**config.mk**
```make
export PLATFORM = sky130hd
export DESIGN_NAME = ssd_scan_ctrl
export DESIGN_NICKNAME = d
export VERILOG_FILES = /design/src/rtl/ssd_scan_ctrl_pkg.sv /design/src/rtl/ssd_scan_ctrl_hex_to_seg.sv /design/src/rtl/ssd_scan_ctrl.sv
export SDC_FILE = /design/constraint.sdc
export NUM_CORES = 1
export LEC_CHECK = 0
export CAP_MARGIN = 10
export CELL_PAD_IN_SITES_DETAIL_PLACEMENT = 0
export CELL_PAD_IN_SITES_GLOBAL_PLACEMENT = 1
export CORE_MARGIN = 8
export CORE_UTILIZATION = 45
export CTS_BUF_LIST = sky130_fd_sc_hd__clkbuf_8
export CTS_CLUSTER_SIZE = 30
export DETAILED_ROUTE_END_ITERATION = 10
export PLACE_DENSITY_LB_ADDON = 0.1
export SETUP_SLACK_MARGIN = 0.2
export SLEW_MARGIN = 20
export SYNTH_ARGS = -nofsm -noshare
export SYNTH_HDL_FRONTEND = slang
export SYNTH_SLANG_ARGS = --single-unit
export TNS_END_PERCENT = 20
```
**constraint.sdc**
```tcl
create_clock -name clk -period 10.9 [get_ports clk]
set_input_delay 1.09 -clock clk [delete_from_list [all_inputs] [get_ports clk]]
set_output_delay 1.09 -clock clk [all_outputs]
set_load 0.05 [all_outputs]
```
**src/rtl/ssd_scan_ctrl_pkg.sv**
```systemverilog
// Shared constants and types for the multiplexed eight-digit seven-segment scanner.
// Segment patterns are active-low in abcdefg order, index = hex value.
package ssd_scan_ctrl_pkg;

    localparam int NUM_DIGITS           = 8;
    localparam int DEFAULT_DIGIT_CYCLES = 262144;
    localparam int DEFAULT_BLANK_CYCLES = 1024;

    localparam logic [7:0] BLANK_PATTERN = 8'hFF;

    localparam logic [15:0][6:0] SEG_TABLE = {
        7'b0111000,  // F
        7'b0110000,  // E
        7'b1000010,  // D
        7'b0110001,  // C
        7'b1100000,  // B
        7'b0001000,  // A
        7'b0000100,  // 9
        7'b0000000,  // 8
        7'b0001111,  // 7
        7'b0100000,  // 6
        7'b0100100,  // 5
        7'b1001100,  // 4
        7'b0000110,  // 3
        7'b0010010,  // 2
        7'b1001111,  // 1
        7'b0000001   // 0
    };

    typedef enum logic {
        PH_BLANK = 1'b0,
        PH_DRIVE = 1'b1
    } phase_t;

    typedef struct packed {
        logic [4*NUM_DIGITS-1:0] hex;
        logic [NUM_DIGITS-1:0]   dp;
        logic [NUM_DIGITS-1:0]   en;
    } disp_set_t;

endpackage

```
**src/rtl/ssd_scan_ctrl_hex_to_seg.sv**
```systemverilog
// Hex nibble to active-low abcdefg segment pattern.
// Latency: purely combinational.
// Backpressure: none.
module hex_to_seg
    import ssd_scan_ctrl_pkg::*;
(
    input  logic [3:0] hex,
    output logic [6:0] seg
);

    assign seg = SEG_TABLE[hex];

endmodule

```
**src/rtl/ssd_scan_ctrl.sv**
```systemverilog
// Time-multiplexed scan of eight seven-segment digits with per-slot anti-ghost blanking.
// Latency: outputs registered from next-cycle state, so they match the current slot/phase.
// Backpressure: upd_ready drops on accept and returns only after the frame-boundary commit.
module ssd_scan_ctrl
    import ssd_scan_ctrl_pkg::*;
#(
    parameter int DIGIT_CYCLES = DEFAULT_DIGIT_CYCLES,
    parameter int BLANK_CYCLES = DEFAULT_BLANK_CYCLES
) (
    input  logic                    clk,
    input  logic                    reset,
    input  logic                    upd_valid,
    output logic                    upd_ready,
    input  logic [4*NUM_DIGITS-1:0] upd_hex,
    input  logic [NUM_DIGITS-1:0]   upd_dp,
    input  logic [NUM_DIGITS-1:0]   upd_en,
    output logic [NUM_DIGITS-1:0]   anodes,
    output logic [7:0]              cathodes,
    output logic                    frame_done
);

    localparam int CNT_W = $clog2(DIGIT_CYCLES);
    localparam int IDX_W = $clog2(NUM_DIGITS);

    localparam logic [CNT_W-1:0] CNT_LAST  = CNT_W'(DIGIT_CYCLES - 1);
    localparam logic [CNT_W-1:0] CNT_BLANK = CNT_W'(BLANK_CYCLES);
    localparam logic [IDX_W-1:0] IDX_LAST  = IDX_W'(NUM_DIGITS - 1);

    logic [CNT_W-1:0] cnt;
    logic [CNT_W-1:0] cnt_nxt;
    logic [IDX_W-1:0] idx;
    logic [IDX_W-1:0] idx_nxt;
    disp_set_t        active;
    disp_set_t        active_nxt;
    disp_set_t        shadow;
    logic             pending;
    logic             end_of_frame;
    logic             accept;
    phase_t           phase_nxt;
    logic [3:0]       nib_nxt;
    logic [6:0]       seg_nxt;

    // Everything is evaluated for the cycle about to start, so the registered
    // outputs line up with the slot counter instead of trailing it.
    always_comb begin
        end_of_frame = (cnt == CNT_LAST) && (idx == IDX_LAST);
        accept       = upd_valid && upd_ready;
        cnt_nxt      = (cnt == CNT_LAST) ? '0 : cnt + 1'b1;
        idx_nxt      = (cnt == CNT_LAST) ? idx + 1'b1 : idx;
        active_nxt   = (end_of_frame && pending) ? shadow : active;
        phase_nxt    = (cnt_nxt < CNT_BLANK) ? PH_BLANK : PH_DRIVE;
        nib_nxt      = active_nxt.hex[{idx_nxt, 2'b00} +: 4];
    end

    hex_to_seg u_hex_to_seg (
        .hex (nib_nxt),
        .seg (seg_nxt)
    );

    always_ff @(posedge clk or posedge reset) begin
        if (reset) begin
            cnt        <= '0;
            idx        <= '0;
            active     <= '0;
            shadow     <= '0;
            pending    <= 1'b0;
            upd_ready  <= 1'b1;
            frame_done <= 1'b0;
            anodes     <= BLANK_PATTERN;
            cathodes   <= BLANK_PATTERN;
        end else begin
            cnt    <= cnt_nxt;
            idx    <= idx_nxt;
            active <= active_nxt;

            // Accept needs ready, ready needs !pending, so accept and commit are exclusive.
            if (accept) begin
                shadow    <= '{hex: upd_hex, dp: upd_dp, en: upd_en};
                pending   <= 1'b1;
                upd_ready <= 1'b0;
            end else if (end_of_frame && pending) begin
                pending   <= 1'b0;
                upd_ready <= 1'b1;
            end

            frame_done <= (idx_nxt == IDX_LAST) && (cnt_nxt == CNT_LAST);

            if (phase_nxt == PH_DRIVE && active_nxt.en[idx_nxt]) begin
                anodes   <= ~(NUM_DIGITS'(1) << idx_nxt);
                cathodes <= {seg_nxt, ~active_nxt.dp[idx_nxt]};
            end else begin
                anodes   <= BLANK_PATTERN;
                cathodes <= BLANK_PATTERN;
            end
        end
    end

endmodule

```
==> Word level (Yosys, flattened, before mapping) <==
Memory sizes are Yosys's and may differ from the RTL's.
Cells that the tools add are included.
{ "totals": {"out_inout_bits": 18, "wordCells": 48, "in_bits": 51, "memories": 1, "romBits": 112, "ff_bits": 136} }
{ "classes": {"eq_ne": 4, "magnitude_cmp": 3, "bitwise_logic": 2, "n_mux": 15, "reduce_logical": 6, "add_sub_neg": 2, "shift": 2} }
{ "mem_list": {"columns": ["name", "depth", "word_bits", "read_ports", "rd_ports_with_merged_regs", "write_ports", "line_no", "text"], "rows": [
  ["(name not given)", 16, 7, 1, 0, 0, "ssd_scan_ctrl_hex_to_seg.sv:11", "assign seg = SEG_TABLE[hex];"]
]} }
{ "ops": {"columns": ["cell", "n"], "rows": [
  ["$mux W48", 1],
  ["$eq A18 B18 Y1 const B", 2],
  ["$shiftx A32 B6 Y4", 1],
  ["$add A18 B1 Y18 const B", 1],
  ["$lt A18 B11 Y1 const B", 1],
  ["$mux W18", 1],
  ["$mux W8", 2],
  ["$not A8 Y8", 1],
  ["$shl A1 B3 Y8 const A", 1],
  ["$mux W1", 7],
  ["$mux W7", 1],
  ["$bmux W1 S3", 2],
  ["$eq A3 B3 Y1 const B", 2],
  ["$logic_and A1 B1 Y1", 5],
  ["$lt A4 B5 Y1 const B", 1],
  ["$lt A3 B4 Y1 const B", 1],
  ["$add A3 B1 Y3 const B", 1],
  ["$mux W3", 1],
  ["$reduce_bool A2 Y1", 1],
  ["$not A1 Y1", 1]
]} }

==> Longest topological paths before layout <==
Gate-level depths: netlist of run 1.
{ "depth": {"ltp_word": 8, "depth_mapped": 18, "mapped_depth_nobuf": 15} }

==> By module <==
A second synthesis of run 1 with hierarchy kept.
{ "unflattened": {"cells_unflattened": 534, "hier_area_um2": 6053.3} }
{ "modules_own_cells": {"columns": ["mod", "cells_each", "n_inst", "area_per_inst_um2", "seq_area_each_um2"], "rows": [
  ["ssd_scan_ctrl", 498, 1, 5800.6, 3424.5],
  ["hex_to_seg", 36, 1, 252.7, 0.0]
]} }

==> Worst setup path before layout of run 1 <==
No wires, ideal clock.
{ "synth_path": {"path_type": "flip-flop to flip-flop", "from": "reg cnt[0]", "to": "reg cathodes[4]", "period_less_slack_ns": 3.429, "slack_ns": 7.471, "path_stages_with_launch": 16, "path_buffers": 2, "setup_ns": 0.081, "required_ns": 10.819, "t_arrival_ns": 3.348, "cell_sequence": "dfrtp_1 ha_1 nand3_1 nor3_2 nand2_1 buf_6 buf_4 mux2_2 mux2i_1 o2bb2ai_1 o21ai_0 inv_1 ha_1 mux2_2 mux2i_1 nand2_1"} }
{ "synth_lines": {"columns": ["element", "line_no", "text"], "rows": [
  ["start, declared", "ssd_scan_ctrl.sv:29", "logic [CNT_W-1:0] cnt;"],
  ["start signal, assigned", "ssd_scan_ctrl.sv:72", "cnt <= cnt_nxt;"],
  ["end signal, assigned", "ssd_scan_ctrl.sv:90", "cathodes <= {seg_nxt, ~active_nxt.dp[idx_nxt]};"],
  ["end, declared", "ssd_scan_ctrl.sv:18", "output logic [7:0] cathodes,"]
]} }

==> results_dict.tcl, run 1 <==
set metrics [dict create \
    gp_congestion 0.7860 \
    leakagePower_nw 3.588 \
    cp_max_fo 14 \
    grt_pass1_vias 4542 \
    reg2reg_depth 14 \
    drt_wl_total_mm 14.10 \
    worst-path-buf-inv 1 \
    syn_to_final_growth_pct 20.06 \
    ys_ff_latch 136 \
    setup_viol 0 \
    cp_slowest_stage_delay_ns 0.83 \
    cts.sinks 136 \
    crit_family "simple AND/OR/NAND/NOR gates" \
    drive_gt1_frac 0.2131 \
    max_freq_mhz 224.1 \
    hold_violations 0 \
    final.setup.tns_ns 0 \
    die_y_um 134.3 \
    antenna_found_initial 0 \
    hold_ws_ns 0.4698 \
    grt-ovfl-total 0 \
    synth-edff-count 0 \
    syn_area_per_cell_um2 11.20 \
    cts_setup_buffers 0 \
    endpoint_kind "flop" \
    cts_buffer_depth 2 \
    finClkSkew_ns 0.01052 \
    multiInputGateArea_mm2 0.002675 \
    initial_core_util 0.4570 \
    cp.depth 14 \
    ir_drop_uv 125.8 \
    post_drt_via_cell_ratio 5.354 \
    firstDrtPassIters 5 \
    cts-buffers-inserted 17 \
    drtIter0Drc 262 \
    slew_headroom 0.2746 \
    fill_cells 1239 \
    status "finished, final reports clean" \
    worstSkewPairLatency_ns 0.44 \
    synth_cell_types 64 \
    path_clk_slew_ns 0.08 \
    maxSlewViolCount 0 \
    finalCritPeriodShare 0.4095 \
    grt_pass1_wl_mm 23.45 \
    required_ns 11.24 \
    cts_tree "built" \
    core_mm2 0.01377 \
    layout_min_cycle_time_ns 4.463 \
    rsz0062_at_grt "no" \
    dpl.hpwl_mm 10.05 \
    power.density_mw_per_mm2 139.3 \
    rows 43 \
    htree_levels 4 \
    crit_path_start_kind "flop" \
    synthArstFlopShare 1.000 \
    ctsResizeCount 0 \
    max_cap_viol_count 0 \
    io_pins 69 \
    routedWlPerCell_um 17.14 \
    die_x_um 134.3 \
    ys.warnings.count 0 \
    drtAntennaViolNets 0 \
    min_path_type "reg2reg" \
    hold_depth 2 \
    syn-cell-area_mm2 0.006295 \
    synthFlopType "dfrtp_1" \
    nNetsFinal 690 \
    grt_max_degree 87 \
    hold_buffers 0 \
    grt_usage 0.1646 \
    seqCellArea_mm2 0.003425 \
    worst_pin_slew_ns 1.077 \
    diodes 0 \
    synth.net_count 622 \
    netlist_instances 562 \
    path_cells "ha_1 > ha_1 > nand2_1 > nor3_2 > nand2_1 > mux2_2 > mux2i_1 > o2bb2ai_1 > o21ai_0 > inv_1 > ha_1 > mux2_2 > mux2i_1 > nand2_1" \
    arrival_ns 4.80 \
    drc 0 \
    ff2ff_setup_slack_ns 6.44 \
    vias 4406 \
    numPortBuffers 68 \
    die-area_mm2 0.01803 \
    crit_type "reg2reg" \
    ys_seq_area_frac 0.5440 \
    clockRootBuffer "clkbuf_8" \
    critPathSlowestCell "o21ai_0" \
]
## state kept, by name, indices dropped and copies added, names as in the netlist
signal and flops:
anodes 8, pending 1, cnt 18, shadow 48, upd_ready 1, idx 3
cathodes 8, frame_done 1, active 48
## layer usage
metal  share of wire  vias up  GRT usage
met5               0        -          0
met4           0.013        0    0.04991
met3           0.044       11    0.04525
met2            0.48       96     0.2615
met1            0.46     2171     0.2141
li1                -     2128          -
## Yosys cell counts, types with 2 or more instances
library cell	count	share of area
xnor2_1	7	0.0097
o21ai_0	17	0.014
inv_1	12	0.0072
a211o_1	2	0.0028
a31oi_1	2	0.0020
mux2_2	65	0.12
a21oi_1	10	0.0080
a211oi_1	4	0.0048
nor3_1	9	0.0072
a21o_1	2	0.0024
xor2_1	8	0.011
buf_2	8	0.0064
nor3b_1	2	0.0024
o211ai_1	8	0.0095
and4_1	3	0.0042
o31ai_1	2	0.0024
a22oi_1	6	0.0072
mux2i_1	12	0.019
nor3_2	3	0.0048
or3_1	2	0.0020
buf_6	5	0.0089
buf_4	2	0.0024
dfrtp_1	119	0.47
and2_1	3	0.0030
clkbuf_1	8	0.0048
nand2b_1	3	0.0030
dfstp_2	17	0.071
nand3_1	35	0.028
ha_1	9	0.018
nor4_1	5	0.0050
and3_1	12	0.012
nand4_1	6	0.0060
nand2_1	106	0.063
a221oi_1	2	0.0028
nor2_1	17	0.010
## area by class of cell
type	instances	share of cell area
Sequential cell	136	0.4531
Multi-Input combinational cell	388	0.3540
Timing Repair Buffer	73	0.09503
Clock buffer	19	0.03460
Tap cell	180	0.02980
Clock inverter	13	0.02517
Inverter	14	0.008278
## final timing paths
check                                     from                endpoint
min                        active[6]$_DFF_PP0_     active[6]$_DFF_PP0_
min in group asynchronous                reset  shadow[12]$_DFFE_PP0P_
max                           idx[0]$_DFF_PP0_   cathodes[4]$_DFF_PP1_
min reg2reg                active[6]$_DFF_PP0_     active[6]$_DFF_PP0_
max in group asynchronous                reset  shadow[18]$_DFFE_PP0P_
max reg2reg                   idx[0]$_DFF_PP0_   cathodes[4]$_DFF_PP1_
## report_power, final
group          switching [W]  total (W)  leakage (nW)  internal [W]
Clock               0.000203   0.000467         0.221      0.000264
Sequential         0.0000129   0.000538          1.75      0.000525
Combinational      0.0000167  0.0000477          1.62     0.0000311
Total               0.000232    0.00105          3.59      0.000821
## cells in the final DEF, fill, tap and decap left out, types with 4 or more instances in the layout
| cell | n |
|---|---|
| mux2_2 | 65 |
| a211oi_1 | 4 |
| clkdlybuf4s50_1 | 68 |
| and3_1 | 12 |
| nand4_1 | 6 |
| dfstp_2 | 17 |
| nor4_1 | 5 |
| o211ai_1 | 8 |
| xor2_1 | 8 |
| nor3_1 | 9 |
| nand3_1 | 35 |
| bufinv_16 | 4 |
| a21oi_1 | 10 |
| buf_4 | 5 |
| inv_6 | 4 |
| mux2i_1 | 12 |
| inv_1 | 11 |
| ha_1 | 9 |
| nor2_1 | 17 |
| xnor2_1 | 7 |
| dfrtp_1 | 119 |
| nand2_1 | 105 |
| o21ai_0 | 17 |
| a22oi_1 | 6 |
| clkbuf_8 | 19 |
## metrics by stage
stage	utilization	cell area, um2	power (W)	worst slack (ns)	instances
5_1_grt	0.5487	7557	0.001091	6.018	823
3_3_place_gp	0.5154	7098	0.0005955	6.602	791
4_1_cts	0.5481	7550	0.001066	6.402	823
6_report	0.5487	7557	0.001053	6.437	823
3_5_place_dp	0.5154	7098	0.0005974	6.447	791
2_1_floorplan	-	6295	0.0005683	6.199	562
## worst register-to-register path, cell delays in order (launching register included)
cell	delay (ns)
dfrtp_1	0.62
ha_1	0.23
ha_1	0.15
nand2_1	0.15
nor3_2	0.36
nand2_1	0.42
mux2_2	0.42
mux2i_1	0.13
o2bb2ai_1	0.08
o21ai_0	0.83
inv_1	0.17
ha_1	0.32
mux2_2	0.29
mux2i_1	0.14
nand2_1	0.07
## kinds of logic after synthesis
| group | count (synthesis) | synth area share |
|---|---|---|
| flops | 136 | 0.5440 |
| simple gates | 215 | 0.1670 |
| mux | 79 | 0.1399 |
| compound gates | 70 | 0.07812 |
| fa+ha+maj | 9 | 0.01789 |
| buf+inv | 38 | 0.03220 |
| xor+xnor | 15 | 0.02087 |
No activity file was read; power rests on OpenSTA's default activity.
==> inputs of run 2 (changes only) <==
--- a/config.mk
+++ b/config.mk
@@ -9,7 +9,7 @@
 export CELL_PAD_IN_SITES_DETAIL_PLACEMENT = 0
 export CELL_PAD_IN_SITES_GLOBAL_PLACEMENT = 1
 export CORE_MARGIN = 8
-export CORE_UTILIZATION = 45
+export CORE_UTILIZATION = 42
 export CTS_BUF_LIST = sky130_fd_sc_hd__clkbuf_8
 export CTS_CLUSTER_SIZE = 30
 export DETAILED_ROUTE_END_ITERATION = 10
==> constraint.sdc (replaced) <==
create_clock -name clk -period 3.96 [get_ports clk]
set_input_delay 0.396 -clock clk [delete_from_list [all_inputs] [get_ports clk]]
set_output_delay 0.396 -clock clk [all_outputs]
set_load 0.05 [all_outputs]
==> run 2 against run 1 <==
Sequential share of layout area decreased by 0.56 points. Clock skew grew 0.00060 ns. Critical path depth did not move. Worst setup slack worse by 6.0 ns. Via count is 2.6% higher. Count of clock-buffer cells in the layout stayed put. Global-route usage is 0.53 points lower. Die area is 6.3% higher. Combinational power increased to 2.8 times the previous value. Sequential power rose to 2.8 times the previous value. Fmax increased by 28%. Critical endpoint unchanged. Largest cell class unchanged. Highest routed layer unchanged.
==> results_dict.tcl, run 2 (same netlist as run 1, synthesis figures left out) <==
set metrics [dict create \
    status "finished, final reports clean" \
    critPathSlowestCell "dfrtp_1" \
    p_int_w 0.002129 \
    top_layer "met4" \
    final_common_cell "dfrtp_1" \
    gp_congestion 0.8892 \
    rows 44 \
    vias 4520 \
    rsz0062_at_grt "no" \
    p_sw_frac 0.2336 \
    grt_usage 0.1593 \
    crit_type "reg2reg" \
    crit_path_start_kind "flop" \
    finalCritPeriodShare 0.8794 \
    r2r_start "cnt[0]$_DFF_PP0_" \
    top_regs "active x48, shadow x48, cnt x18" \
    htree_levels 4 \
    min_path_type "in2async" \
    reg2reg_depth 14 \
    cts_buffer_depth 2 \
    utilization 0.5244 \
    grt_max_degree 70 \
    numPortBuffers 68 \
    drtAntennaViolNets 0 \
    power_frac_seq 0.534 \
    p_clk_frac 0.418 \
    arrival_ns 3.84 \
    clockRootBuffer "clkbuf_8" \
    dp.cells 806 \
    antenna_found_initial 0 \
    die_x_um 138.4 \
    combPwrFrac 0.048 \
    ff2ff_setup_slack_ns 0.48 \
    finClkSkew_ns 0.01112 \
    path_cells "ha_1 > nand3_1 > nor3_2 > a21oi_1 > nor2_4 > clkinvlp_4 > mux2i_1 > a222oi_1 > a22o_1 > inv_1 > ha_1 > mux2_2 > mux2i_1 > nand2_1" \
    setup_viol 0 \
    worst-path-buf-inv 2 \
    core_mm2 0.01459 \
    wl_met1_mm 6.607 \
    firstDrtPassIters 4 \
    slew_headroom 0.5517 \
    drt_wl_total_mm 14.63 \
    nNetsFinal 703 \
    die-area_mm2 0.01916 \
    grt_pass1_wl_mm 24.76 \
    placed_area_mm2 0.007212 \
    drc 0 \
    net-switching-power_w 0.0006490 \
    final.setup.tns_ns 0 \
    hold_violations 0 \
    crit_family "compound AO/OA/AOI/OAI gates" \
    endpoint_kind "flop" \
    finalPower_w 0.002778 \
    diodes 0 \
    layout.cells.non_filler 840 \
    routedWlPerCell_um 17.41 \
    maxSlewViolCount 0 \
    required_ns 4.32 \
    cp_slowest_stage_delay_ns 0.42 \
    worstSkewPairLatency_ns 0.46 \
    grt_pass1_vias 4808 \
    final_cell_mix "119 x dfrtp_1, 105 x nand2_1, 68 x clkdlybuf4s50_1" \
    grt-ovfl-total 0 \
    met2_wirelength_mm 7.033 \
    syn_to_final_growth_pct 21.55 \
    die_y_um 138.4 \
    post_drt_via_cell_ratio 5.381 \
    path_clk_slew_ns 0.08 \
    postLayoutCellArea_mm2 0.007651 \
    max_cap_viol_count 0 \
    worst_pin_slew_ns 0.6724 \
    layout_min_cycle_time_ns 3.483 \
    cp_max_fo 7 \
    max_freq_mhz 287.1 \
    cts-buffers-inserted 17 \
    drive_gt1_frac 0.2348 \
    cts_tree "built" \
    cts.sinks 136 \
    power.density_mw_per_mm2 363.1 \
    wl_met3_um 714 \
    r2r-end "cathodes[4]$_DFF_PP1_" \
    dpl.hpwl_mm 10.64 \
    io_pins 69 \
    initial_core_util 0.4315 \
    ir_drop_uv 280.5 \
    leakagePower_nw 3.626 \
    drtIter0Drc 254 \
]
run 2: changes by cell type in the layout (fill, tap and decap cells not counted), moves of 2 or more:
cell	before	now
buf_4	5	16
buf_12	0	2
clkinvlp_4	3	7
bufinv_16	4	2
run 2: routing by layer:
metal / track usage / vias to the layer above
met1: 0.2017 / 2232
met5: 0 / -
met3: 0.04418 / 23
met4: 0.06350 / 0
met2: 0.2522 / 112
li1: - / 2153
run 2: layout make-up:
class / count / area (um2)
clock buffer: 19 / 261.5
clock inverter: 13 / 142.6
fill: 1312 / 6938
inverter: 14 / 65.06
multi-input combinational: 388 / 2686
sequential: 136 / 3425
tap: 184 / 230.2
timing repair buffer: 86 / 840.8
run 2: power by group through the flow:
stage	clock, W	sequential (W)	combinational (W)
floorplan	0	0.00149	0.0000721
global placement	0	0.00151	0.000133
detailed placement	0	0.00151	0.000139
CTS	0.00120	0.00148	0.000139
global route	0.00126	0.00149	0.000151
finish	0.00116	0.00148	0.000134
run 2: repair_timing:
item | CTS | global route
hold buffers | 0 | 0
gates resized for setup | 0 | 5
buffers inserted | 0 | 2
setup endpoints to repair | 0 | 4
run 2: through the flow:
stage	setup WS [ns]	hold WS (ns)
final	0.4774	0.2538
after floorplan	0.5309	0.4293
after global placement	0.5138	0.4445
after CTS	0.3652	0.2323
after global routing	0.2258	0.2518
after detailed placement	0.4216	0.4512
run 2: worst max-delay path by stage:
stage,start,to,slack (ns),depth (start not counted)
after CTS,cnt[0]$_DFF_PP0_,cathodes[4]$_DFF_PP1_,0.37,14
after detailed placement,cnt[0]$_DFF_PP0_,cathodes[4]$_DFF_PP1_,0.42,14
after floorplan,cnt[0]$_DFF_PP0_,cathodes[4]$_DFF_PP1_,0.53,15
after global placement,cnt[16]$_DFF_PP0_,cathodes[4]$_DFF_PP1_,0.51,13
after global routing,cnt[0]$_DFF_PP0_,cathodes[4]$_DFF_PP1_,0.23,14
final,cnt[0]$_DFF_PP0_,cathodes[4]$_DFF_PP1_,0.48,14
